===== src/rtl/tlc_request_scheduler_if.sv =====
// Signal bundle between pedestrian buttons, emergency sources, the scheduler and the TLC.
interface tlc_request_scheduler_if #(
  parameter int N_PED = 4,
  parameter int N_EMG = 2
);
  localparam int PW = (N_PED > 1) ? $clog2(N_PED) : 1;
  localparam int EW = (N_EMG > 1) ? $clog2(N_EMG) : 1;

  logic [N_PED-1:0] ped_btn;
  logic [N_EMG-1:0] emg_req;
  logic             ped_ack;
  logic             ped_done;
  logic             ped_call;
  logic [PW-1:0]    ped_id;
  logic             emergency;
  logic [EW-1:0]    emg_id;
  logic [N_PED-1:0] ped_pending;
  logic             emg_timeout;

  modport master (
    output ped_btn, emg_req, ped_ack, ped_done,
    input  ped_call, ped_id, emergency, emg_id, ped_pending, emg_timeout
  );

  modport slave (
    input  ped_btn, emg_req, ped_ack, ped_done,
    output ped_call, ped_id, emergency, emg_id, ped_pending, emg_timeout
  );
endinterface


===== src/rtl/tlc_request_scheduler.sv =====
// Arbitrates pedestrian calls (round-robin with recovery gap) and emergency requests
// (fixed priority with hold watchdog) into single service requests for the TLC.
module tlc_request_scheduler #(
  parameter int N_PED   = 4,
  parameter int N_EMG   = 2,
  parameter int PED_GAP = 8,
  parameter int EMG_MAX = 16
) (
  input  logic                    clk,
  input  logic                    rst,
  tlc_request_scheduler_if.slave  bus_if
);
  localparam int PW = (N_PED > 1) ? $clog2(N_PED) : 1;
  localparam int EW = (N_EMG > 1) ? $clog2(N_EMG) : 1;
  localparam int GW = (PED_GAP > 1) ? $clog2(PED_GAP) : 1;
  localparam int HW = $clog2(EMG_MAX);
  localparam logic [GW-1:0] GAP_LAST  = GW'(PED_GAP - 1);
  localparam logic [HW-1:0] HOLD_LAST = HW'(EMG_MAX - 1);
  localparam logic [PW-1:0] PTR_INIT  = PW'(N_PED - 1);

  typedef enum logic [2:0] {
    S_IDLE,
    S_PED_REQ,
    S_PED_WAIT,
    S_GAP,
    S_EMG,
    S_EMG_CLR
  } state_t;

  state_t           state_q, state_d;
  logic [PW-1:0]    ptr_q, ptr_d;
  logic [GW-1:0]    gap_cnt_q, gap_cnt_d;
  logic [HW-1:0]    hold_cnt_q, hold_cnt_d;
  logic [N_EMG-1:0] mask_q, mask_d;
  logic [N_PED-1:0] pending_q, pending_d;
  logic             ped_call_q, ped_call_d;
  logic [PW-1:0]    ped_id_q, ped_id_d;
  logic             emergency_q, emergency_d;
  logic [EW-1:0]    emg_id_q, emg_id_d;
  logic             timeout_q, timeout_d;

  logic [N_EMG-1:0] eligible;
  logic [N_EMG-1:0] mask_set;
  logic             emg_any;
  logic [EW-1:0]    emg_win;
  logic [N_PED-1:0] above_ptr;
  logic [N_PED-1:0] cand_hi;
  logic [N_PED-1:0] ped_src;
  logic [PW-1:0]    ped_win;
  logic [N_PED-1:0] ped_clr;
  logic             pend_clr_en;

  assign eligible = bus_if.emg_req & ~mask_q;
  assign emg_any  = |eligible;

  always_comb begin
    emg_win = '0;
    for (int k = N_EMG - 1; k >= 0; k--) begin
      if (eligible[k]) emg_win = EW'(k);
    end
  end

  // Round-robin: prefer pending indices above the pointer, otherwise wrap to the lowest.
  for (genvar gi = 0; gi < N_PED; gi++) begin : g_rr
    assign above_ptr[gi] = (PW'(gi) > ptr_q);
    assign ped_clr[gi]   = pend_clr_en && (ped_id_q == PW'(gi));
  end

  assign cand_hi = pending_q & above_ptr;
  assign ped_src = (|cand_hi) ? cand_hi : pending_q;

  always_comb begin
    ped_win = '0;
    for (int k = N_PED - 1; k >= 0; k--) begin
      if (ped_src[k]) ped_win = PW'(k);
    end
  end

  always_comb begin
    state_d     = state_q;
    ptr_d       = ptr_q;
    gap_cnt_d   = gap_cnt_q;
    hold_cnt_d  = hold_cnt_q;
    ped_call_d  = ped_call_q;
    ped_id_d    = ped_id_q;
    emergency_d = emergency_q;
    emg_id_d    = emg_id_q;
    timeout_d   = timeout_q;
    mask_set    = '0;
    pend_clr_en = 1'b0;

    if (emg_any && (state_q != S_EMG) && (state_q != S_EMG_CLR)) begin
      state_d     = S_EMG;
      emergency_d = 1'b1;
      emg_id_d    = emg_win;
      hold_cnt_d  = '0;
      ped_call_d  = 1'b0;
    end else begin
      unique case (state_q)
        S_IDLE: begin
          if (|pending_q) begin
            state_d    = S_PED_REQ;
            ped_call_d = 1'b1;
            ped_id_d   = ped_win;
            ptr_d      = ped_win;
          end
        end
        S_PED_REQ: begin
          if (bus_if.ped_ack) begin
            state_d     = S_PED_WAIT;
            ped_call_d  = 1'b0;
            pend_clr_en = 1'b1;
          end
        end
        S_PED_WAIT: begin
          if (bus_if.ped_done) begin
            state_d   = S_GAP;
            gap_cnt_d = '0;
          end
        end
        S_GAP: begin
          if (gap_cnt_q == GAP_LAST) begin
            state_d = S_IDLE;
          end else begin
            gap_cnt_d = gap_cnt_q + 1'b1;
          end
        end
        S_EMG: begin
          if (!bus_if.emg_req[emg_id_q]) begin
            state_d     = S_EMG_CLR;
            emergency_d = 1'b0;
          end else if (hold_cnt_q == HOLD_LAST) begin
            state_d            = S_EMG_CLR;
            emergency_d        = 1'b0;
            mask_set[emg_id_q] = 1'b1;
            timeout_d          = 1'b1;
          end else begin
            hold_cnt_d = hold_cnt_q + 1'b1;
          end
        end
        S_EMG_CLR: state_d = S_IDLE;
        default:   state_d = S_IDLE;
      endcase
    end
  end

  // A new press in the same cycle as the clear keeps the call latched.
  assign pending_d = (pending_q & ~ped_clr) | bus_if.ped_btn;
  assign mask_d    = (mask_q & bus_if.emg_req) | mask_set;

  always_ff @(posedge clk) begin
    if (rst) begin
      state_q     <= S_IDLE;
      ptr_q       <= PTR_INIT;
      gap_cnt_q   <= '0;
      hold_cnt_q  <= '0;
      mask_q      <= '0;
      pending_q   <= '0;
      ped_call_q  <= 1'b0;
      ped_id_q    <= '0;
      emergency_q <= 1'b0;
      emg_id_q    <= '0;
      timeout_q   <= 1'b0;
    end else begin
      state_q     <= state_d;
      ptr_q       <= ptr_d;
      gap_cnt_q   <= gap_cnt_d;
      hold_cnt_q  <= hold_cnt_d;
      mask_q      <= mask_d;
      pending_q   <= pending_d;
      ped_call_q  <= ped_call_d;
      ped_id_q    <= ped_id_d;
      emergency_q <= emergency_d;
      emg_id_q    <= emg_id_d;
      timeout_q   <= timeout_d;
    end
  end

  assign bus_if.ped_call    = ped_call_q;
  assign bus_if.ped_id      = ped_id_q;
  assign bus_if.emergency   = emergency_q;
  assign bus_if.emg_id      = emg_id_q;
  assign bus_if.ped_pending = pending_q;
  assign bus_if.emg_timeout = timeout_q;
endmodule


===== src/flat_wrapper.sv =====
// flat-port wrapper written by rule: the top's interface ports become plain ports
module tlc_request_scheduler_flat 
#(
  parameter int N_PED   = 4,
  parameter int N_EMG   = 2,
  parameter int PED_GAP = 8,
  parameter int EMG_MAX = 16
)
  (clk, rst, bus_if_ped_btn, bus_if_emg_req, bus_if_ped_ack, bus_if_ped_done, bus_if_ped_call, bus_if_ped_id, bus_if_emergency, bus_if_emg_id, bus_if_ped_pending, bus_if_emg_timeout);
  tlc_request_scheduler_if #(.N_PED(N_PED), .N_EMG(N_EMG)) bus_if_i ();
  input  logic clk;
  input  logic rst;
  input wire logic [$bits(bus_if_i.ped_btn)-1:0] bus_if_ped_btn;
  input wire logic [$bits(bus_if_i.emg_req)-1:0] bus_if_emg_req;
  input wire logic [$bits(bus_if_i.ped_ack)-1:0] bus_if_ped_ack;
  input wire logic [$bits(bus_if_i.ped_done)-1:0] bus_if_ped_done;
  output wire logic [$bits(bus_if_i.ped_call)-1:0] bus_if_ped_call;
  output wire logic [$bits(bus_if_i.ped_id)-1:0] bus_if_ped_id;
  output wire logic [$bits(bus_if_i.emergency)-1:0] bus_if_emergency;
  output wire logic [$bits(bus_if_i.emg_id)-1:0] bus_if_emg_id;
  output wire logic [$bits(bus_if_i.ped_pending)-1:0] bus_if_ped_pending;
  output wire logic [$bits(bus_if_i.emg_timeout)-1:0] bus_if_emg_timeout;
  assign bus_if_i.ped_btn = bus_if_ped_btn;
  assign bus_if_i.emg_req = bus_if_emg_req;
  assign bus_if_i.ped_ack = bus_if_ped_ack;
  assign bus_if_i.ped_done = bus_if_ped_done;
  assign bus_if_ped_call = bus_if_i.ped_call;
  assign bus_if_ped_id = bus_if_i.ped_id;
  assign bus_if_emergency = bus_if_i.emergency;
  assign bus_if_emg_id = bus_if_i.emg_id;
  assign bus_if_ped_pending = bus_if_i.ped_pending;
  assign bus_if_emg_timeout = bus_if_i.emg_timeout;
  tlc_request_scheduler #(.N_PED(N_PED), .N_EMG(N_EMG), .PED_GAP(PED_GAP), .EMG_MAX(EMG_MAX)) u_core (.clk(clk), .rst(rst), .bus_if(bus_if_i));
endmodule

===== config.mk =====
export PLATFORM = sky130hd
export DESIGN_NAME = tlc_request_scheduler_flat
export DESIGN_NICKNAME = d
export VERILOG_FILES = /design/src/rtl/tlc_request_scheduler_if.sv /design/src/rtl/tlc_request_scheduler.sv /design/src/flat_wrapper.sv
export SDC_FILE = /design/constraint.sdc
export NUM_CORES = 1
export LEC_CHECK = 0
export BUFFER_PORTS_ARGS = -buffer_cell sky130_fd_sc_hd__buf_2
export CORE_ASPECT_RATIO = 0.7
export CORE_MARGIN = 2
export CORE_UTILIZATION = 54
export CTS_CLUSTER_DIAMETER = 150
export DETAILED_ROUTE_END_ITERATION = 12
export PLACE_DENSITY = 0.89
export SLEW_MARGIN = 5
export SYNTH_ARGS = -nofsm -noshare
export SYNTH_HDL_FRONTEND = slang
export SYNTH_SLANG_ARGS = --single-unit

===== constraint.sdc =====
create_clock -name clk -period 2.1 [get_ports clk]
set_input_delay 0.105 -clock clk [delete_from_list [all_inputs] [get_ports clk]]
set_output_delay 0.105 -clock clk [all_outputs]
set_load 0.01 [all_outputs]

==> After elaboration in Yosys (flattened, before gate mapping) <==
Index checks and enable logic that the tools add are counted.
{ "word_totals": {"input_bits": 10, "mem_bits_ro": 0, "latch_bits": 0, "out_inout_bits": 10, "mem_bits_rw": 0, "wordCells": 113, "register_bits": 24, "mem_count": 0} }
{ "op_classes": {"n_shift": 0, "n_bitwise": 10, "div": 0, "n_reduce_logical": 24, "mul": 0, "order_cmp": 6, "add_sub_neg": 2, "eq_ne": 23, "mux": 36} }
{ "op_table": {"columns": ["cell", "count"], "rows": [
  ["3-bit 2-to-1 mux", 9],
  ["2-bit 2-to-1 mux", 8],
  ["3-bit one-hot mux with 5 select lines", 1],
  ["1-bit 2-to-1 mux", 14],
  ["5-bit AND reduction", 2],
  ["3-bit by 2-bit inequality test with 1-bit output, second input constant", 3],
  ["3-bit inequality test, second input constant", 3],
  ["3-bit AND reduction", 3],
  ["4-bit bitwise AND", 2],
  ["4-bit AND reduction", 2],
  ["4-bit OR reduction", 2],
  ["1-bit logical AND", 7],
  ["3-bit by 2-bit equality test with 1-bit output, second input constant", 2],
  ["3-bit equality test, second input constant", 2],
  ["2-bit inequality test, second input constant", 3],
  ["3-bit by 1-bit inequality test with 1-bit output, second input constant", 2],
  ["3-bit one-hot mux with 2 select lines", 1],
  ["2-bit nonzero test", 3],
  ["4-bit by 1-bit adder with 4-bit output, second input constant", 1],
  ["2-bit bitwise AND", 2],
  ["2-bit equality test, second input constant", 2],
  ["4-bit equality test, second input constant", 1],
  ["1-bit by 2-bit > comparator with 1-bit output, first input constant", 2],
  ["2-bit > comparator, first input constant", 2],
  ["other kinds (19)", 22]
]} }

==> Depth between registers and ports, before layout <==
{ "logic_depth": {"depth_word": 10, "depth_mapped": 6, "mapped_depth_nobuf": 6} }

==> Worst setup path after synthesis <==
OpenSTA, ideal clock, no wires.
{ "synth_timing": {"path_type": "reg2reg", "start": "register u_core.pending_q[0], in the netlist u_core.bus_if.ped_pending[0]", "end": "register u_core.state_q[0]", "required_ps": 2026, "t_arrival_ps": 1864, "setup_slack_ps": 161, "setup_ps": 74, "path_stages_with_launch": 5, "synth_period_minus_slack_ps": 1939, "n_path_buf": 0, "cell_sequence": "dfxtp_1 -> or4_4 -> mux4_2 -> or4_1 -> o21ai_0"} }
{ "synth_between": {"elab_chain_cells": 3} }
{ "synth_rtl": {"columns": ["item", "line", "rtl"], "rows": [
  ["start: declaration", "tlc_request_scheduler.sv:35", "logic [N_PED-1:0] pending_q, pending_d;"],
  ["start signal: assignment", "tlc_request_scheduler.sv:170", "pending_q <= pending_d;"],
  ["4-bit OR reduction", "tlc_request_scheduler.sv:101", "if (|pending_q) begin"],
  ["2-bit by 1-bit inequality test with 1-bit output (no source line)", null, null],
  ["5-bit AND reduction (no source line)", null, null],
  ["end signal: assignment", "tlc_request_scheduler.sv:165", "state_q <= state_d;"],
  ["end: declaration", "tlc_request_scheduler.sv:30", "state_t state_q, state_d;"]
]} }
No other way between the ends.
A chain may end at the register's enable or synchronous reset.

==> Worst setup path in the final report <==
{ "layout_timing": {"start": "register u_core.pending_q[2], in the netlist u_core.bus_if.ped_pending[2]", "end": "register u_core.state_q[0]"} }
The elaborated chain is that of the path after synthesis.

==> impl_metrics.tcl <==
set metrics [dict create \
    synth_edf_count 0 \
    regArea_um2 480.5 \
    synth_seq_area_share_pct 39.55 \
    netlist_top_cells_area "dfxtp_1, o21ai_0, nor2_1" \
    antenna_found_initial 0 \
    ant_nets 0 \
    multi_input_area_um2 674.4 \
    period_needed_ns 2.028 \
    cts_made_buffers 3 \
    status "completed" \
    cp.arrival_ns 2.28 \
    critPathMaxFanout 6 \
    ys_warn_count 0 \
    hold_path_class "input pin to flip-flop" \
    cts-root-buf "clkbuf_4" \
    ir_worst_vdd_v 0.0004232 \
    vias 1128 \
    wire_per_inst_um 14.45 \
    syn_inst 144 \
    cts_setup_buffers 0 \
    avgSynthCellArea_um2 8.437 \
    r2r-start "u_core.bus_if.ped_pending[2]$_SDFF_PP0_" \
    clock_power_share_pct 22.0 \
    grt_pass1_vias 1019 \
    core_um2 2137 \
    cts_tree "yes" \
    synth_ff_type "dfxtp_1" \
    cts.path.max_buffers 2 \
    wl_mm 2.817 \
    cts_sinks 24 \
    gp_congestion 0.8851 \
    syn_area_um2 1215 \
    p_comb_share_pct 20.1 \
    crit_chain "or4_4 -> mux4_2 -> or4_1 -> o21ai_0" \
    clk_latency_ns 0.31 \
    synth_cell_types 40 \
    drt_pass1_iterations 4 \
    grt_pass1_wl_mm 4.754 \
    min_from "bus_if_emg_req[1]" \
    r2r-end "u_core.state_q[0]$_SDFFE_PP0P_" \
    die_x_um 60.69 \
    rsz0062_at_grt "no" \
    hold_violations 0 \
    holdWs_ns 0.05315 \
    cts_resized 0 \
    nFillCells 193 \
    synthArstFlopShare_pct 0 \
    layout.nets 178 \
    reg2regPathDepth 4 \
    intPower_mw 0.6283 \
    crit_path_start "u_core.bus_if.ped_pending[2]$_SDFF_PP0_" \
    netlist.area_leader.share_pct 39.55 \
    finalSetupViolations 0 \
    drive_above_1_share_pct 18.40 \
    row_count 14 \
    port_buffers 19 \
    areaGrowthSynthToFinish_pct 11.43 \
    hold_buffers 0 \
    skew_ns 0.008084 \
    yosysTopAreaCell "dfxtp_1" \
    gr-total-overflow 0 \
    dp_hpwl_mm 2.088 \
    worstHoldEndpoint "u_core.mask_q[1]$_SDFF_PP0_" \
    avgViaCountPerCell 5.785 \
    die_h_um 43.69 \
    htree_levels 1 \
    dp_slack_ns 0.1145 \
    swShare_pct 29.94 \
    slew_violations 0 \
    grt_max_degree 18 \
    drtIter0Drc 78 \
    clkTransAtPathRegs_ns 0.13 \
    r2r_setup_slack_ns 0.07 \
    max_slew_margin_pct 63.45 \
    grt_use_total_pct 24.26 \
    ys_ff_latch 24 \
    max_freq_mhz 493.2 \
    whs_path_depth 3 \
    syn-num-nets 157 \
    ios 20 \
    drc 0 \
    maxCapViolCount 0 \
    startpoint_type "flip-flop" \
    power.density_nw_per_um2 662.4 \
    p_sw_mw 0.2685 \
    num_antenna_cells 0 \
    setup.worst_path.end_class "flip-flop" \
    slowest_stage "or4_4" \
    period_share_pct 96.56 \
    max_stage_delay_ns 0.54 \
    crit_type "flip-flop to flip-flop" \
    worst_slew_pin_slew_ns 0.5426 \
    p_leak_nw 0.5441 \
    pwr-share-seq_pct 58.0 \
    required_ns 2.35 \
    fin_setup_tns_ns 0 \
    worst_slack_ns 0.07232 \
    floorplan.die_area_um2 2651 \
    start_util_pct 56.85 \
]
## synthesized netlist by cell type (2+ instances only)
cell type	instances
ha_1	3
nor2_1	16
nand2_1	12
buf_6	2
o21a_1	2
dfxtp_1	24
or3_1	3
nor3b_1	2
inv_1	5
o211ai_1	2
clkbuf_1	3
mux2i_1	2
nor2b_1	4
nand3_1	5
o32ai_1	2
a21oi_1	11
and2b_1	2
a211oi_1	6
nand4_1	2
nor3_1	3
o21ai_0	12
xor2_1	2
nand3b_1	2
## per-stage QoR
step                power (mW)  cell area (um2)  cells  util (%)
global route            0.9431             1354    195     63.35
finish                  0.8968             1354    195     63.35
detailed placement      0.7038             1331    192     62.30
floorplan               0.6497             1215    144         -
CTS                     0.8985             1354    195     63.35
global placement        0.6943             1331    192     62.30
## cells in the final DEF, fill, tap and decap left out, types with 3 or more instances in the layout
cell type	n
nand3_1	5
or3_1	3
a211oi_1	6
inv_1	5
buf_4	3
nand2_1	12
ha_1	3
a21oi_1	11
nor3_1	3
dfxtp_1	24
nor2b_1	4
nor2_1	16
buf_2	19
clkbuf_4	3
o21ai_0	12
## cell type report
type                            count  share of cell area [%]
Timing Repair Buffer               22                   8.688
Inverter                            5                   1.386
Clock buffer                        3                   1.664
Tap cell                           32                   2.957
Multi-Input combinational cell    109                   49.82
Sequential cell                    24                   35.49
## critical path, delay by kind of cell (launching register included)
| kind | cells | cell delay [ns] |
|---|---|---|
| DFF | 1 | 0.38 |
| AOI/OAI and AO/OA | 1 | 0.08 |
| muxes | 1 | 0.48 |
| and+or+nand+nor | 2 | 1.02 |
## cell families (layout without fill, tap and decap cells)
logic type / Yosys count / after routing / share of synthesized area, %
buffers and inverters: 11 / 30 / 4.944
XOR/XNOR: 2 / 2 / 1.442
AO/OA/AOI/OAI: 39 / 39 / 19.77
AND/OR/NAND/NOR: 60 / 60 / 25.95
multiplexers: 4 / 4 / 4.428
adder cells (fa/ha/maj): 4 / 4 / 3.914
flip-flops: 24 / 24 / 39.55
## metal layers
layer  GRT usage (%)  vias up  wire [um]
li1                -      561          -
met5               0        -          0
met2           38.71       45       1347
met3           5.373        4        217
met4           3.913        0         17
met1           34.52      518       1235
## worst max-delay path by stage
stage / cells after the start / end
floorplan: 4 / u_core.state_q[0]$_SDFFE_PP0P_
global placement: 4 / u_core.state_q[0]$_SDFFE_PP0P_
detailed placement: 4 / u_core.state_q[0]$_SDFFE_PP0P_
CTS: 4 / u_core.state_q[0]$_SDFFE_PP0P_
global route: 4 / u_core.state_q[0]$_SDFFE_PP0P_
finish: 4 / u_core.state_q[0]$_SDFFE_PP0P_
## power groups by stage
| stage | registers, mW | clock network (mW) | logic [mW] |
|---|---|---|---|
| floorplan | 0.520 | 0 | 0.129 |
| global placement | 0.524 | 0 | 0.170 |
| detailed placement | 0.528 | 0 | 0.176 |
| CTS | 0.518 | 0.203 | 0.178 |
| global route | 0.524 | 0.220 | 0.199 |
| finish | 0.520 | 0.197 | 0.180 |
## flip-flops by register name (all words and copies together), names as in the netlist
signal / flops
u_core.mask_q: 2
u_core.state_q: 3
u_core.bus_if.ped_id: 2
u_core.bus_if.emergency: 1
u_core.ptr_q: 2
u_core.bus_if.emg_id: 1
u_core.hold_cnt_q: 4
u_core.bus_if.ped_call: 1
u_core.bus_if.ped_pending: 4
u_core.bus_if.emg_timeout: 1
u_core.gap_cnt_q: 3
Note: power is estimated with default switching activity, not from simulation.
